File: config.mk
export PLATFORM = sky130hd
export DESIGN_NAME = hoeraa_share_arbiter
export DESIGN_NICKNAME = d
export VERILOG_FILES = /design/src/rtl/hoeraa_share_arbiter.sv
export SDC_FILE = /design/constraint.sdc
export NUM_CORES = 1
export LEC_CHECK = 0
export CORE_UTILIZATION = 25
export DETAILED_ROUTE_END_ITERATION = 6
export GPL_ROUTABILITY_DRIVEN = 1
export SETUP_SLACK_MARGIN = 0.3
export SLEW_MARGIN = 20
export SYNTH_ARGS = -nofsm -noshare
export SYNTH_HDL_FRONTEND = slang
export SYNTH_SLANG_ARGS = --single-unit
File: constraint.sdc
create_clock -name clk -period 4.45 [get_ports clk]
set_input_delay 0.89 -clock clk [delete_from_list [all_inputs] [get_ports clk]]
set_output_delay 0.89 -clock clk [all_outputs]
set_load 0.02 [all_outputs]
File: src/rtl/hoeraa_share_arbiter.sv
// Round-robin shared HOERAA approximate / exact adder.
// Two register stages (operand capture, result) with valid/ready on both sides and saturating usage counters.
module hoeraa_share_arbiter #(
    parameter int unsigned N   = 16,
    parameter int unsigned K   = 9,
    parameter int unsigned R   = 4,
    parameter int unsigned IDW = 2
) (
    input  logic             clk,
    input  logic             rst_n,
    input  logic [R-1:0]     req_valid,
    output logic [R-1:0]     req_ready,
    input  logic [R*N-1:0]   req_x,
    input  logic [R*N-1:0]   req_y,
    input  logic [R-1:0]     req_exact,
    output logic             rsp_valid,
    input  logic             rsp_ready,
    output logic [N-1:0]     rsp_sum,
    output logic             rsp_co,
    output logic [IDW-1:0]   rsp_id,
    output logic             rsp_exact,
    output logic [15:0]      stat_approx,
    output logic [15:0]      stat_exact
);

    localparam int unsigned M  = N - K;
    localparam int unsigned KW = K + 1;
    localparam int unsigned NW = N + 1;
    localparam int unsigned PW = (R > 1) ? $clog2(R) : 1;

    logic [PW-1:0] ptr;
    logic [PW-1:0] gidx;
    logic [PW-1:0] arb_idx;
    logic [R-1:0]  grant;
    logic          gfound;

    logic [N-1:0]  sel_x;
    logic [N-1:0]  sel_y;
    logic          sel_exact;

    logic          s1_valid;
    logic [N-1:0]  s1_x;
    logic [N-1:0]  s1_y;
    logic          s1_exact;
    logic [PW-1:0] s1_id;

    logic          out_free;
    logic          s1_free;
    logic          s1_adv;
    logic          hs;
    logic          rsp_fire;

    logic          ap_cin;
    logic [K:0]    ap_hi;
    logic [M-1:0]  ap_lo;
    logic [N:0]    ex_sum;
    logic [N-1:0]  res_sum;
    logic          res_co;

    // Round-robin search upward from ptr, wrapping at R-1.
    always_comb begin
        grant   = '0;
        gidx    = '0;
        gfound  = 1'b0;
        arb_idx = '0;
        for (int unsigned o = 0; o < R; o++) begin
            arb_idx = PW'((32'(ptr) + o) % R);
            if (!gfound && req_valid[arb_idx]) begin
                grant[arb_idx] = 1'b1;
                gidx           = arb_idx;
                gfound         = 1'b1;
            end
        end
    end

    // Operand mux driven by the one-hot grant.
    always_comb begin
        sel_x     = '0;
        sel_y     = '0;
        sel_exact = 1'b0;
        for (int i = 0; i < int'(R); i++) begin
            if (grant[i]) begin
                sel_x     = req_x[i*N +: N];
                sel_y     = req_y[i*N +: N];
                sel_exact = req_exact[i];
            end
        end
    end

    assign out_free  = !rsp_valid || rsp_ready;
    assign s1_free   = !s1_valid || out_free;
    assign s1_adv    = s1_valid && out_free;
    assign req_ready = rst_n ? (grant & {R{s1_free}}) : '0;
    assign hs        = |(req_valid & req_ready);
    assign rsp_fire  = rsp_valid && rsp_ready;

    always_ff @(posedge clk or negedge rst_n) begin
        if (!rst_n) begin
            ptr <= '0;
        end else if (hs) begin
            ptr <= (gidx == PW'(R - 1)) ? '0 : gidx + PW'(1);
        end
    end

    // Operand stage.
    always_ff @(posedge clk or negedge rst_n) begin
        if (!rst_n) begin
            s1_valid <= 1'b0;
            s1_x     <= '0;
            s1_y     <= '0;
            s1_exact <= 1'b0;
            s1_id    <= '0;
        end else if (s1_free) begin
            s1_valid <= hs;
            if (hs) begin
                s1_x     <= sel_x;
                s1_y     <= sel_y;
                s1_exact <= sel_exact;
                s1_id    <= gidx;
            end
        end
    end

    // Shared datapath: upper K bits accurate, lower M bits approximated.
    always_comb begin
        ap_cin       = s1_x[M-1] & s1_y[M-1];
        ap_hi        = {1'b0, s1_x[N-1:M]} + {1'b0, s1_y[N-1:M]} + KW'(ap_cin);
        ap_lo        = '1;
        ap_lo[M-1]   = ap_cin ? (s1_x[M-2] & s1_y[M-2]) : (s1_x[M-1] | s1_y[M-1]);
        ap_lo[M-2]   = s1_x[M-2] | s1_y[M-2];
        ex_sum       = NW'({1'b0, s1_x}) + NW'({1'b0, s1_y});
        res_sum      = {ap_hi[K-1:0], ap_lo};
        res_co       = ap_hi[K];
        if (s1_exact) begin
            res_sum = ex_sum[N-1:0];
            res_co  = ex_sum[N];
        end
    end

    // Result stage; holds while the consumer stalls.
    always_ff @(posedge clk or negedge rst_n) begin
        if (!rst_n) begin
            rsp_valid <= 1'b0;
            rsp_sum   <= '0;
            rsp_co    <= 1'b0;
            rsp_id    <= '0;
            rsp_exact <= 1'b0;
        end else if (out_free) begin
            rsp_valid <= s1_valid;
            if (s1_adv) begin
                rsp_sum   <= res_sum;
                rsp_co    <= res_co;
                rsp_id    <= IDW'(s1_id);
                rsp_exact <= s1_exact;
            end
        end
    end

    // Saturating completion counters.
    always_ff @(posedge clk or negedge rst_n) begin
        if (!rst_n) begin
            stat_approx <= '0;
            stat_exact  <= '0;
        end else if (rsp_fire) begin
            if (rsp_exact) begin
                if (stat_exact != 16'hFFFF) stat_exact <= stat_exact + 16'd1;
            end else begin
                if (stat_approx != 16'hFFFF) stat_approx <= stat_approx + 16'd1;
            end
        end
    end

endmodule
==> flow_summary.toml, run 1 <==
[power_and_ir_drop]
powerDensity_nw_per_um2 = 738
p_leak_nw = 3.54
vdd_ir_drop_max_mv = 0.318

[sta]
final.setup.worst_slack_ns = 0.377
slew_headroom = 0.464
fin_hold_ws_ns = 0.454
drv_slew = 0
min_period_over_period = 0.915
hold_viol_final = 0
worst_pin_slew_ns = 0.802
fin_crit_ns = 4.07
fin_worst_skew_ns = 0.0104
fmax_ghz = 0.246
finalSetupViolCount = 0
rsz0062_at_grt = "yes"
setup_tns_ns = 0

[grt]
grt_pass1_vias = 5742
grt_usage = 0.158
antenna_found_initial = 0
grt_max_degree = 51
grt_pass1_wl_um = 31500
grt_overflow = 0

[floorplan]
start_util = 0.255
ios = 196
die_area_um2 = 25300
die_h_um = 159
core_um2 = 24200
rows = 57
die-width_um = 159

[clock_network]
root_buffer = "clkbuf_16"
path_clk_slew_ns = 0.07
insertion_delay_ns = 0.35
cts.htree.levels = 3
cts_sinks = 91
cts_buffer_depth = 2
hold_buffers = 0
cts_tree = "yes"
numCtsBuffers = 9

[synthesis]
synth_cell_types = 58
synth_xor_area_frac = 0.0567
yosys_most_used_dff = "dfrtp_1"
synth_top_area_frac = 0.369
yosys.area_share.simple = 0.237
synth_cells = 718
synth_top_family_by_area = "simple AND/OR/NAND/NOR gates"
synth-seq-cells = 91
ys_warn_count = 0
synthMuxAreaShare = 0.0195
ys_seq_area_frac = 0.369
synthAdderAreaFrac = 0.0624
synth_area_um2 = 6170
synth_compound_area_frac = 0.204
postSynthAreaPerCell_um2 = 8.60
synth_top_cell_by_area = "dfrtp_1"
synth_edf_count = 0
synthTopCellsByArea = "dfrtp_1 37%, nand2_1 9.1%, ha_1 5.3%"
async_reset_ff_frac = 1.00
syn_nets = 886

[layout]
antenna_cells = 0
multi_input_area_um2 = 3600
fin_nets = 1070
postLayoutCoreUtil = 0.363
layout_common_cells = "190 x clkdlybuf4s50_1, 150 x nand2_1, 91 x dfrtp_1"
fillCellCount = 2504
final_common_cell = "clkdlybuf4s50_1"
drive_gt1_frac = 0.0673
synthToLayoutAreaGrowth_pct = 42.5
regArea_um2 = 2280

[routing]
wl_per_cell_um = 16.1
totalWireLength_um = 19800
drt_pass1_iterations = 4
detail-route-antenna-nets = 0
drc = 0
viasPerCell = 4.78
num_vias = 5880
drt_iter0_drc = 317

[placement]
hpwlAfterDp_um = 15600
pre_cts_ws_ns = 0.0815
gp_congestion = 0.857
portBuffers = 195

[setup_path]
critPathCaptureType = "output pin"
arrival_ns = 3.18
critical_path_class = "in -> out"
crit_path_start_kind = "input pin"
cp.required_ns = 3.56
critPathMaxFanout = 8
r2r_slack_ns = 1.14

[outcome]
status = "finished clean"

[hold_path]
hold_class = "reg -> reg"

[run]
drv_cap = 0
## worst paths after layout
| check | start | endpoint | depth (start not counted) |
|---|---|---|---|
| worst min-delay path | s1_id[1]$_DFFE_PN0P_ | rsp_id[1]$_DFFE_PN0P_ | 2 |
| max in group asynchronous | rst_n | s1_y[4]$_DFFE_PN0P_ | 3 |
| worst max register to register | flop | s1_id[1]$_DFFE_PN0P_ | 9 |
| min in group asynchronous | rst_n | stat_approx[12]$_DFFE_PN0P_ | 2 |
| worst max-delay path | req_valid[1] | req_ready[0] | 8 |
| worst min register to register | s1_id[1]$_DFFE_PN0P_ | rsp_id[1]$_DFFE_PN0P_ | 2 |
## metrics by stage
| step | instances | area [um2] | power [mW] |
|---|---|---|---|
| 2_1_floorplan | 718 | 6170 | 4.37 |
| 3_5_place_dp | 1213 | 8490 | 5.77 |
| 3_3_place_gp | 1213 | 8490 | 5.74 |
| 6_report | 1231 | 8800 | 6.50 |
| 4_1_cts | 1229 | 8770 | 6.54 |
| 5_1_grt | 1231 | 8800 | 7.08 |
## cell families after synthesis
group                    count (synthesis)
AND/OR/NAND/NOR                        319
AO/OA/AOI/OAI                          160
buffers and inverters                   70
XOR/XNOR                                40
adder cells (fa/ha/maj)                 29
multiplexers                             9
flip-flops                              91
## sequential cells by signal, indices dropped and copies added, names as in the netlist, named ones only
register     flops
s1_x            16
stat_exact      16
stat_approx     16
rsp_sum         16
ptr              1
rsp_co           1
rsp_id           2
rsp_valid        1
s1_exact         1
s1_id            2
rsp_exact        1
s1_valid         1
s1_y            16
## cells in the mapped netlist, drive strengths merged, types with 15 or more instances
cell / n
a21o: 35
a41oi: 34
nand2: 150
dfrtp: 91
buf: 26
nand4: 38
o21ai: 20
clkbuf: 20
ha: 26
nand3: 15
nor2: 62
xnor2: 26
inv: 24
## power breakdown
part	internal, mW	switching, mW
clock network	0.388	0.352
registers	1.15	0.305
logic	1.78	2.52
## metal layers
metal | routed length [um] | GRT usage
met5 | 0 | 0
met3 | 1320 | 0.0375
met2 | 8960 | 0.251
met1 | 9250 | 0.215
met4 | 295 | 0.0345
## final cells by class
type / instances / area share
clock inverter: 7 / 0.00725
sequential: 91 / 0.259
timing repair buffer: 219 / 0.243
inverter: 24 / 0.0102
clock buffer: 9 / 0.0256
tap: 324 / 0.0461
multi-input combinational: 557 / 0.409
## critical path: stages
cell             delay (ns)
clkdlybuf4s50_1        0.45
buf_4                  0.19
mux4_2                 0.55
nand2_1                0.10
o21ai_0                0.10
or3_1                  0.42
nor2b_1                0.15
dlygate4sd2_1          0.33
## timing repair
item                       4_1_cts  5_1_grt
gates resized for setup          4        5
buffers inserted                 0        2
pin swaps                        0        0
setup endpoints to repair        4        4
Power figures use the tool's default switching activity.
==> run 2, diff against run 1 <==
--- a/config.mk
+++ b/config.mk
@@ -7,4 +7,5 @@
 export LEC_CHECK = 0
 export CORE_UTILIZATION = 25
+export CTS_CLUSTER_DIAMETER = 60
 export DETAILED_ROUTE_END_ITERATION = 6
 export GPL_ROUTABILITY_DRIVEN = 1
==> constraint.sdc (replaced) <==
create_clock -name clk -period 4.45 [get_ports clk]
set_input_delay 0.89 -clock clk [delete_from_list [all_inputs] [get_ports clk]]
set_output_delay 0.89 -clock clk [all_outputs]
set_load 0.01 [all_outputs]
==> flow_summary.toml, run 2 (synthesis results as in run 1) <==
[outcome]
status = "finished clean"

[clock_network]
cts.htree.levels = 3
cts_sinks = 91
cts_tree = "yes"
hold_buffers = 0
path_clk_slew_ns = 0.07
root_buffer = "clkbuf_16"
cts_buffer_depth = 2
numCtsBuffers = 9
insertion_delay_ns = 0.35

[routing]
num_vias = 5922
wl_per_cell_um = 16.2
drt_pass1_iterations = 5
detail-route-antenna-nets = 0
totalWireLength_um = 20000
viasPerCell = 4.81
drc = 0
drt_iter0_drc = 390

[power_and_ir_drop]
switchingPower_mw = 3.06
pwr-share-seq = 0.227
comb_power_share = 0.649
p_leak_nw = 3.56
vdd_ir_drop_max_mv = 0.254
switching_share = 0.475
powerDensity_nw_per_um2 = 728
p_clk_frac = 0.124
p_total_mw = 6.43
p_int_mw = 3.37

[layout]
fin_cells = 1230
postLayoutCoreUtil = 0.364
antenna_cells = 0
fillCellCount = 2516
fin_nets = 1069
final_common_cell = "clkdlybuf4s50_1"
drive_gt1_frac = 0.0717
synthToLayoutAreaGrowth_pct = 43.1
layout_common_cells = "190 x clkdlybuf4s50_1, 150 x nand2_1, 91 x dfrtp_1"

[floorplan]
start_util = 0.255
die_area_um2 = 25300
die_h_um = 159
ios = 196
die-width_um = 159
core_um2 = 24200
rows = 57

[setup_path]
crit_chain = "clkdlybuf4s50_1 -> or3b_1 -> a2111o_1 -> a21boi_2 -> nor3_2 -> nor2_1 -> clkdlybuf4s50_1"
critical_path_class = "in -> out"
crit_path_start_kind = "input pin"
critPathMaxFanout = 6
cpPeakStageDelay_ns = 0.57
cp.required_ns = 3.56
slowest_stage = "clkdlybuf4s50_1"
cp-startpoint = "req_valid[0]"
critPathCaptureType = "output pin"
arrival_ns = 3.22
cp_common_cell = "clkdlybuf4s50_1"

[placement]
gp_congestion = 0.841
portBuffers = 195
place_inst = 1213
hpwlAfterDp_um = 15800

[sta]
drv_slew = 0
slew_headroom = 0.477
worst_pin_slew_ns = 0.782
min_period_over_period = 0.923
setup_tns_ns = 0
fmax_ghz = 0.244
fin_crit_ns = 4.11
rsz0062_at_grt = "yes"
fin_hold_ws_ns = 0.468
fin_worst_skew_ns = 0.00868
finalSetupViolCount = 0
hold_viol_final = 0

[grt]
antenna_found_initial = 0
grt_pass1_wl_um = 31400
grt_overflow = 0
grt_pass1_vias = 5760
grt_max_degree = 51
grt_usage = 0.158

[hold_path]
min_from = "s1_id[1]$_DFFE_PN0P_"
hold_class = "reg -> reg"

[run]
drv_cap = 0
## run 2: critical path: cells and delay by family
| family | cells | cell delay, ns |
|---|---|---|
| compound gates | 2 | 0.68 |
| buf+inv | 2 | 1.07 |
| simple gates | 3 | 0.57 |
## run 2: cell type report
type                       count  area, um2  share of cell area
clock buffer                   9        225              0.0255
clock inverter                 7       81.3             0.00920
inverter                      24       90.1              0.0102
multi-input combinational    557       3620               0.410
sequential                    91       2280               0.258
tap                          324        405              0.0459
timing repair buffer         218       2130               0.241
## run 2: repair_timing
action                                  CTS  global route
endpoints found under the setup margin    4             2
gates resized for setup                  10             5
pin swaps                                 2             0
buffers inserted                          1             0
## run 2: per-layer routing
| layer | global-route usage | vias to the layer above | wire length, um |
|---|---|---|---|
| met5 | 0 | - | 0 |
| met4 | 0.0284 | 0 | 203 |
| met3 | 0.0383 | 15 | 1110 |
| met2 | 0.259 | 182 | 9240 |
| met1 | 0.212 | 2791 | 9420 |
| li1 | - | 2934 | - |
## run 2: through the flow
step / cell area, um2 / worst slack, ns
floorplan: 6170 / 0.688
global placement: 8490 / 0.0958
detailed placement: 8490 / 0.0846
CTS: 8820 / 0.276
global route: 8840 / 0.218
finish: 8840 / 0.344
## run 2: power by group through the flow
stage / clock [mW] / combinational (mW) / sequential, mW
after floorplan: 0 / 2.85 / 1.42
after global placement: 0 / 4.14 / 1.48
after detailed placement: 0 / 4.16 / 1.49
after CTS: 0.831 / 4.19 / 1.47
after global routing: 0.860 / 4.66 / 1.51
final: 0.798 / 4.18 / 1.46
## run 2: worst paths after layout
check	to	slack [ns]	cells after the start
max reg2reg	s1_id[1]$_DFFE_PN0P_	1.11	10
min reg2reg	rsp_id[1]$_DFFE_PN0P_	0.47	2
min in group asynchronous	stat_approx[12]$_DFFE_PN0P_	0.62	2
max	req_ready[3]	0.34	7
max in group asynchronous	s1_y[3]$_DFFE_PN0P_	2.75	3
min	rsp_id[1]$_DFFE_PN0P_	0.47	2
==> run 3, diff against run 2 <==
--- a/config.mk
+++ b/config.mk
@@ -6,4 +6,5 @@
 export NUM_CORES = 1
 export LEC_CHECK = 0
+export CORE_MARGIN = 2
 export CORE_UTILIZATION = 25
 export CTS_CLUSTER_DIAMETER = 60
==> constraint.sdc (replaced) <==
create_clock -name clk -period 4.45 [get_ports clk]
set_input_delay 0.89 -clock clk [delete_from_list [all_inputs] [get_ports clk]]
set_output_delay 0.89 -clock clk [all_outputs]
set_load 0.1 [all_outputs]
==> flow_summary.toml, run 3 (synthesis results as in run 1) <==
[setup_path]
reg2reg_depth = 12
arrival_ns = 2.94
cpPeakStageDelay_ns = 0.54
critical_path_class = "reg -> out"
slowest_stage = "or4b_1"
critPathMaxFanout = 12
cp.required_ns = 3.56
crit_chain = "buf_4 -> inv_1 -> ha_1 -> mux4_2 -> or4b_1 -> and2_1 -> a21oi_4 -> buf_12"
r2r_slack_ns = 0.81
cp-startpoint = "ptr[1]$_DFFE_PN0P_"
critPathCaptureType = "output pin"
r2r_start = "ptr[1]$_DFFE_PN0P_"
crit_path_start_kind = "flop"
crit_path_end = "req_ready[1]"
r2r-end = "s1_y[0]$_DFFE_PN0P_"

[sta]
fin_crit_ns = 3.83
finalSetupViolCount = 0
slew_headroom = 0.305
hold_viol_final = 0
worst_pin_slew_ns = 1.04
setup_tns_ns = 0
fin_worst_skew_ns = 0.0109
min_period_over_period = 0.861
fmax_ghz = 0.261
rsz0062_at_grt = "no"
drv_slew = 0

[layout]
regArea_um2 = 2280
postLayoutCoreUtil = 0.363
fin_nets = 1061
multi_input_area_um2 = 3650
layout_common_cells = "186 x clkdlybuf4s50_1, 150 x nand2_1, 91 x dfrtp_1"
synthToLayoutAreaGrowth_pct = 43.1
final_common_cell = "clkdlybuf4s50_1"
antenna_cells = 0
fillCellCount = 2491
drive_gt1_frac = 0.0646

[grt]
grt_overflow = 0
grt_usage = 0.156
antenna_found_initial = 0
grt_pass1_vias = 5820
grt_pass1_wl_um = 31700
grt_max_degree = 68

[power_and_ir_drop]
comb_power_share = 0.702
powerDensity_nw_per_um2 = 842
switching_share = 0.548
p_clk_frac = 0.102
p_leak_nw = 3.54
p_int_mw = 3.36
pwr-share-seq = 0.196
vdd_ir_drop_max_mv = 0.306
switchingPower_mw = 4.08

[floorplan]
core_um2 = 24300
die_h_um = 161
ios = 196
rows = 57
die-width_um = 161
start_util = 0.254
die_area_um2 = 26000

[routing]
detail-route-antenna-nets = 0
wl_per_cell_um = 16.7
viasPerCell = 4.93
drt_pass1_iterations = 6
totalWireLength_um = 20400
drc = 0
num_vias = 6024
drt_iter0_drc = 483

[outcome]
status = "finished clean"

[clock_network]
root_buffer = "clkbuf_16"
insertion_delay_ns = 0.35
numCtsBuffers = 9
cts_sinks = 91
cts.htree.levels = 3
path_clk_slew_ns = 0.08
cts_buffer_depth = 2
cts_tree = "yes"

[hold_path]
hold_class = "in -> async"

[placement]
gp_congestion = 0.879
hpwlAfterDp_um = 15600
portBuffers = 195

[run]
drv_cap = 0
==> run 3: per-stage QoR <==
stage          hold WS (ns)  std cells  instance area (um2)  power, mW  worst slack (ns)
6_report              0.472       1222                 8840       7.44             0.617
5_1_grt               0.489       1222                 8840       8.03             0.504
2_1_floorplan         0.432        718                 6200       5.25             0.303
3_3_place_gp          0.446       1204                 8500       6.65             0.335
4_1_cts               0.472       1220                 8790       7.47             0.308
3_5_place_dp          0.458       1204                 8500       6.68             0.289
==> run 3: final cells by class <==
cell class,count,area share
multi-input cells,558,0.413
flip-flops and latches,91,0.258
repair buffers,209,0.241
well taps,324,0.0459
clock buffers,9,0.0255
inverters,24,0.0102
clock inverters,7,0.00722
==> run 3: worst min-delay path by stage <==
stage,start,to,slack (ns),cells past startpoint
after floorplan,s1_id[1]$_DFFE_PN0P_,rsp_id[1]$_DFFE_PN0P_,0.43,2
after global placement,s1_id[1]$_DFFE_PN0P_,rsp_id[1]$_DFFE_PN0P_,0.45,2
after detailed placement,s1_id[1]$_DFFE_PN0P_,rsp_id[1]$_DFFE_PN0P_,0.46,2
after CTS,rst_n,stat_approx[6]$_DFFE_PN0P_,0.47,1
after global routing,rst_n,stat_approx[9]$_DFFE_PN0P_,0.49,1
final,rst_n,stat_approx[4]$_DFFE_PN0P_,0.47,1
==> run 3: critical path, delay by kind of cell, from the launching register on <==
kind	cells	cell delay [ns]
mux	1	0.41
buf+inv	3	0.48
compound gates	1	0.16
fa+ha+maj	1	0.45
flops	1	0.33
simple gates	2	0.75
==> run 3: repair_timing <==
item	4_1_cts	5_1_grt
hold buffers	0	0
resized for setup	0	6
endpoints found under the setup margin	0	4
buffers inserted	0	1
==> run 3: metal layers <==
layer  track usage  wire, um  vias to the layer above
li1              -         -                     2927
met1         0.212      9380                     2834
met2         0.250      9310                      240
met3        0.0349      1370                       23
met4        0.0426       377                        0
met5             0         0                        -
==> run 3: power by group through the flow <==
stage | Sequential [mW] | Clock (mW) | Combinational, mW
finish | 1.46 | 0.760 | 5.22
global route | 1.51 | 0.815 | 5.70
CTS | 1.47 | 0.788 | 5.22
detailed placement | 1.49 | 0 | 5.19
global placement | 1.47 | 0 | 5.17
floorplan | 2.27 | 0 | 2.98
==> patch (settings of run 2) <==
Set the parameter `IDW` to 1 (it was 2).
--- a/src/rtl/hoeraa_share_arbiter.sv
+++ b/src/rtl/hoeraa_share_arbiter.sv
@@ -4,7 +4,7 @@
     parameter int unsigned N   = 16,
     parameter int unsigned K   = 9,
     parameter int unsigned R   = 4,
-    parameter int unsigned IDW = 2
+    parameter int unsigned IDW = 1
 ) (
     input  logic             clk,
     input  logic             rst_n,
Interface: changed (resized rsp_id); port bits go from 196 to 195. No check against the original RTL was run, so the function may have changed too.
==> patch against run 2 <==
Design area is 1.4% lower. Clock skew fell by 0.0016 ns. Total power grew 3.8%. Sequential power shrank 4%. Synthesized area decreased by 3.7%. Die area shrank 3.6%. Routed wire length decreased by 7.2%. Sequential cell count down 2. Setup slack got worse by 0.10 ns. Critical endpoint is now req_ready[1]. Count of clock-buffer cells in the layout unchanged. Synthesized cell count down 7.1%. Register-to-register slack worse by 0.42 ns. Worst hold slack better by 0.0076 ns.
==> patch: results (changes against run 2) <==
run status=finished, final reports clean (unchanged); routed length per instance=15.6 um (was 16.2 um); initial DRC count=438 (was 390); I/O Buffers=194 (was 195); Clock Skew=0.00705 ns (was 0.00868 ns); R2R cell count=13 (was 10); WL met2=8410 um (was 9240 um); met3 Usage GRT=3.27% (was 3.83%); detailed-routing wirelength on met1=8870 um (was 9420 um); uppermost routed layer=met4 (unchanged); r2r setup slk=0.69 ns (was 1.11 ns); clk tree area frac=3.73% (was 3.47%); Setup crit end=req_ready[1] (was req_ready[3]); initial antenna violation count=0 (unchanged); fraction of area in multi-input gates=39.8% (was 41.0%); Signal buf overhead=25.4% (was 24.1%); top cells by area, synth=dfrtp_1 37%, o21ai_0 7.1%, a222oi_1 5.6% (was dfrtp_1 37%, nand2_1 9.1%, ha_1 5.3%); M1 GR Usage=21.2% (about the same); r2r endpoint=s1_x[12] (was s1_id[1]); GRT Total Usage=15.6% (was 15.8%); Synth Register Bits=89 (was 91); DP Wirelength=14400 um (was 15800 um); #MultiIn Comb=516 (was 557); mux contribution to synthesized area=2.17% (was 1.95%); met2 GRT Util=25.0% (was 25.9%); Syn Nets=835 (was 886); routed length on met3=1030 um (was 1110 um); DR vias/cell=4.82 (was 4.81); Setup crit start=req_valid[2] (was req_valid[0]); share of cells above drive strength 1=11.3% (was 7.17%); min cycle time layout=4.21 ns (was 4.11 ns); RD Place Congestion=0.907 (was 0.841); Synth Area in Compound Gates=27.0% (was 20.4%); Clock Power=823 uW (was 798 uW); Synth Area in XOR/XNOR=5.89% (was 5.67%); Post-Synth Adder-Cell Area=6.48% (was 6.24%); Cell variety after synth=60 (was 58); crit-path max cell delay=0.52 ns (was 0.57 ns); worst vdd ir=0.548 mV (was 0.254 mV); # nets final=1030 (was 1069); relative slew slack=50.4% (was 47.7%); fill count=2477 (was 2516); Buffers, non-clock=226 (was 218); dpl ws=0.105 ns (was 0.0846 ns); first-pass GRT wire length=29900 um (was 31400 um); storage element area=2230 um2 (was 2280 um2); register area share after synthesis=37.5% (was 36.9%); top cells by count, synth=89 x dfrtp_1, 84 x o21ai_0, 75 x nand2_1 (was 150 x nand2_1, 91 x dfrtp_1, 62 x nor2_1); CP Max Fanout=5 (was 6); logic gate share of total power=66.8% (was 64.9%); slowest stage cell, crit path=mux4_2 (was clkdlybuf4s50_1); arrival time of the worst setup path=3.32 ns (was 3.22 ns); vias in the first global route=5647 (was 5760)
[patch: changes by cell type in the layout (fill, tap and decap cells not counted), sizes merged, moves of 9 or more]
cell / before / now
nand2: 150 / 75
a41oi: 34 / 1
a21o: 35 / 2
nand4: 38 / 6
a21oi: 14 / 57
buf: 24 / 33
a222oi: 0 / 33
o21ai: 20 / 87
[patch: stage by stage]
step / hold slack (ns) / power (mW) / utilization [%] / area, um2 / cells
3_3_place_gp: 0.465 / 5.83 / 35.6 / 8340 / 1167
4_1_cts: 0.482 / 6.73 / 37.1 / 8680 / 1183
5_1_grt: 0.500 / 7.28 / 37.2 / 8710 / 1186
2_1_floorplan: 0.435 / 4.42 / - / 5950 / 667
3_5_place_dp: 0.461 / 5.88 / 35.6 / 8340 / 1167
6_report: 0.476 / 6.68 / 37.2 / 8710 / 1186
[patch: timing repair]
item / CTS / global route
endpoints found under the setup margin: 4 / 36
gates cloned: 0 / 0
resized for setup: 6 / 3
pin swaps: 0 / 2
setup buffers: 0 / 3
